File: src/rtl/reg_dump_reader.sv
// Debug engine that walks a register-bank range via a read select and streams each word out over valid/ready.
// Define REG_DUMP_PARITY_EN to add the out_par even-parity output registered alongside out_data.
module reg_dump_reader #(
  parameter int AW = 5,
  parameter int DW = 32
) (
  input  logic          clkin,
  input  logic          reset,
  input  logic          start,
  input  logic [AW-1:0] first_sel,
  input  logic [AW-1:0] last_sel,
  output logic [AW-1:0] rd_sel,
  input  logic [DW-1:0] rd_data,
  output logic          hold,
  output logic          out_valid,
  input  logic          out_ready,
  output logic [DW-1:0] out_data,
  output logic [AW-1:0] out_idx,
  output logic          busy,
  output logic          done,
`ifdef REG_DUMP_PARITY_EN
  output logic          out_par,
`endif
  output logic          err
);

  typedef enum logic [1:0] {IDLE, SEL, VALID, DONE} state_t;

  state_t        state_reg;
  logic [AW-1:0] cur_reg;
  logic [AW-1:0] last_reg;

  always_ff @(posedge clkin or negedge reset) begin
    if (!reset) begin
      state_reg <= IDLE;
      cur_reg   <= '0;
      last_reg  <= '0;
      rd_sel    <= '0;
      hold      <= 1'b0;
      out_valid <= 1'b0;
      out_data  <= '0;
      out_idx   <= '0;
      done      <= 1'b0;
      err       <= 1'b0;
`ifdef REG_DUMP_PARITY_EN
      out_par   <= 1'b0;
`endif
    end else begin
      done <= 1'b0;
      err  <= 1'b0;
      case (state_reg)
        IDLE: begin
          if (start) begin
            if (first_sel <= last_sel) begin
              last_reg  <= last_sel;
              cur_reg   <= first_sel;
              rd_sel    <= first_sel;
              hold      <= 1'b1;
              state_reg <= SEL;
            end else begin
              err <= 1'b1;
            end
          end
        end
        SEL: begin
          // rd_sel has been stable for a full cycle, so the bank bus is settled
          out_data  <= rd_data;
          out_idx   <= cur_reg;
          out_valid <= 1'b1;
`ifdef REG_DUMP_PARITY_EN
          out_par   <= ^rd_data;
`endif
          state_reg <= VALID;
        end
        VALID: begin
          if (out_ready) begin
            out_valid <= 1'b0;
            // Compare before incrementing so a range ending at the top index cannot wrap
            if (cur_reg == last_reg) begin
              done      <= 1'b1;
              state_reg <= DONE;
            end else begin
              cur_reg   <= cur_reg + AW'(1);
              rd_sel    <= cur_reg + AW'(1);
              state_reg <= SEL;
            end
          end
        end
        DONE: begin
          hold      <= 1'b0;
          state_reg <= IDLE;
        end
        default: state_reg <= IDLE;
      endcase
    end
  end

  assign busy = (state_reg != IDLE);

endmodule

File: config.mk
export PLATFORM = sky130hd
export DESIGN_NAME = reg_dump_reader
export DESIGN_NICKNAME = d
export VERILOG_FILES = /design/src/rtl/reg_dump_reader.sv
export SDC_FILE = /design/constraint.sdc
export NUM_CORES = 1
export LEC_CHECK = 0
export BUFFER_PORTS_ARGS = -buffer_cell sky130_fd_sc_hd__buf_2
export CORE_MARGIN = 2
export CORE_UTILIZATION = 45
export DETAILED_ROUTE_END_ITERATION = 8
export PLACE_DENSITY = 0.75
export SLEW_MARGIN = 40
export SYNTH_ARGS = -nofsm -noshare
export SYNTH_HDL_FRONTEND = slang
export SYNTH_SLANG_ARGS = --single-unit
File: constraint.sdc
create_clock -name clkin -period 2 [get_ports clkin]
set_input_delay 0.5 -clock clkin [delete_from_list [all_inputs] [get_ports clkin]]
set_output_delay 0.5 -clock clkin [all_outputs]
set_load 0.05 [all_outputs]
==> metrics.txt <==
r2r worst-path depth 5; CP Capture Point last_reg[1]$_DFFE_PN0P_; Die Width 75.8 um; Residual DRC 0; yosys synthesis warning count 0; CORE AREA 5040 um2; clock root cell clkbuf_8; RSZ-0062 raised after global routing no; Die Span Y 75.8 um; 1st-iter DRT viols 74; H-tree levels 2; Synth Register Bits 53; area growth from synthesis to final layout 31.7%; crit path cell chain buf_2, ha_1, a21o_1, a21oi_2, a21oi_1, nor2_2, mux2_2; CP max stage delay 0.38 ns; slew margin rel. 74.7%; FMAX 0.528 GHz; WP data required 2.19 ns; DR WL/cell 13.0 um; CP delay by family, top compound AO/OA/AOI/OAI gates; setup bufs post-CTS 0; CP Capture Type flop; final hold violation count 0; PortBufs 92; max reg flops 32; cell count after synthesis 174; Detailed Place HPWL 3550 um; Final min period 1.89 ns; FP Rows 26; Core Util, Final 60.6%; Hold Path Class in2async; worst slew pin tran 0.380 ns; via count 1,704; die area 5740 um2; sequential area share after synthesis 57.2%; clk sinks 53; first-pass detailed-route iteration total 4; Hold-fix buffers, CTS 0; syn avg cell area 13.3 um2; CTS buffer count 5; Final Max Slew Viols 0; Max-Cap Viols 0; initial antenna violation count 0; crit path from first_sel[3]; pin count of the biggest net entering global routing 28; share of cells above drive strength 1 57.1%; Worst Setup Start Kind input pin; r2r setup slk 0.29 ns; post-DR vias/cell 4.84; CP max stage cell mux2_2; clock skew 0.00375 ns; clock-pin slew on the worst setup and hold paths 0.09 ns; WP buf/inv 1; syn_nets 226; Overflow after GRT 0; CP Max Fanout 6; final-stage net count 334; setup violation total in the final timing report 0; status finished, final reports clean; worst r2r src state_reg[1]$_DFFE_PN0P_; Max Root-Sink Buffers 2; post-synth cell types 32; CTS tree yes; Post-Place Cells 345; final wirelength 4570 um; post-CTS sizing 0; GPL Wtd Cong 0.844; CP arrival 2.08 ns; antenna cells 0; worst reg2reg endpoint cur_reg[0]$_DFFE_PN0P_; Initial Utilization 46.0%; Reg with most FFs out_data; vias in the first global route 1,489; Non-Filler Instances 352; first-pass GRT wire length 7120 um; Antenna Nets Post-Route 0; # IOs 93; clock latency on the worst-skew pair 0.30 ns; Setup CP Type in2reg; All-Layer GR Usage 16.5%; Synth Cell Area 2320 um2; crit share post-route 94.7%; CP Depth 7
-- kinds of logic (layout without fill, tap and decap cells) --
| kind of cell | Yosys count | count (layout) | share of synthesized area, % |
|---|---|---|---|
| compound gates | 21 | 21 | 6.74 |
| xor+xnor | 5 | 5 | 1.89 |
| fa+ha+maj | 6 | 6 | 3.24 |
| buf+inv | 14 | 122 | 2.81 |
| flops | 53 | 53 | 57.2 |
| mux | 44 | 44 | 21.3 |
| simple gates | 31 | 31 | 6.91 |
-- routing by layer --
layer / up-vias / GRT usage, % / wire length (um)
met2: 59 / 26.3 / 2230
met1: 811 / 22.3 / 1990
li1: 829 / - / -
met4: 0 / 4.68 / 59
met5: - / 0 / 0
met3: 5 / 4.10 / 281
-- synth_stat cells, drive strengths merged --
master,n,share of area (%)
a211o,1,0.38
a21oi,3,0.65
nor2b,2,0.54
nand2b,1,0.27
nand4,1,0.27
ha,6,3.2
dfrtp,53,57
nand2,5,0.81
buf,5,1.3
nand3,3,0.65
nor2,8,1.4
mux2,42,20
o22ai,2,0.54
o21bai,1,0.81
a2bb2oi,3,1.1
o21ai,6,1.3
or2b,1,0.32
nor4,2,0.54
mux2i,2,0.86
or2,2,0.54
xnor2,5,1.9
and3,3,0.81
and2b,1,0.32
a211oi,2,0.65
a221oi,1,0.65
nor3,2,0.43
inv,7,1.1
a21o,2,0.65
clkbuf,2,0.32
-- layout make-up --
class                      instances  area, um2
clock buffer                       6       82.6
clock inverter                     1       7.51
fill                             394       1990
inverter                           7       26.3
multi-input combinational        107        943
sequential                        53       1330
tap                               70       87.6
timing repair buffer             108        581
-- stage by stage --
stage / setup TNS [ns] / setup slack (ns) / instance area [um2] / hold WS [ns]
3_3_place_gp: -1.27 / -0.168 / 2960 / 0.382
3_5_place_dp: -1.82 / -0.236 / 2960 / 0.382
6_report: 0 / 0.106 / 3050 / 0.0545
5_1_grt: 0 / 0.00985 / 3050 / 0.0515
4_1_cts: 0 / 0.0960 / 3050 / 0.0540
2_1_floorplan: 0 / 0.0397 / 2330 / 0.204
-- worst min path at each step --
| stage | from | slack (ns) | to | cells past startpoint |
|---|---|---|---|---|
| 2_1_floorplan | reset | 0.20 | cur_reg[0]$_DFFE_PN0P_ | 0 |
| 5_1_grt | reset | 0.05 | last_reg[3]$_DFFE_PN0P_ | 1 |
| 3_5_place_dp | reset | 0.38 | last_reg[1]$_DFFE_PN0P_ | 1 |
| 3_3_place_gp | reset | 0.38 | last_reg[1]$_DFFE_PN0P_ | 1 |
| 4_1_cts | reset | 0.05 | last_reg[3]$_DFFE_PN0P_ | 1 |
| 6_report | reset | 0.05 | last_reg[1]$_DFFE_PN0P_ | 1 |
-- cells in the final DEF, fill, tap and decap left out, types with 2 or more instances in the layout --
master,count
buf_4,16
a21oi_1,2
a21o_1,2
mux2i_1,2
a2bb2oi_1,3
nor4_1,2
buf_2,92
a211oi_1,2
o21ai_0,5
inv_1,7
xnor2_1,5
o22ai_1,2
nor2b_1,2
clkbuf_8,6
nand2_1,5
and3_1,3
ha_1,6
dfrtp_1,53
nor3_1,2
nand3_1,3
mux2_2,42
nor2_1,7
Power is left out: the tool's default activity adds up to more than one toggle a clock period on the data nets, which glitch-free logic cannot reach.
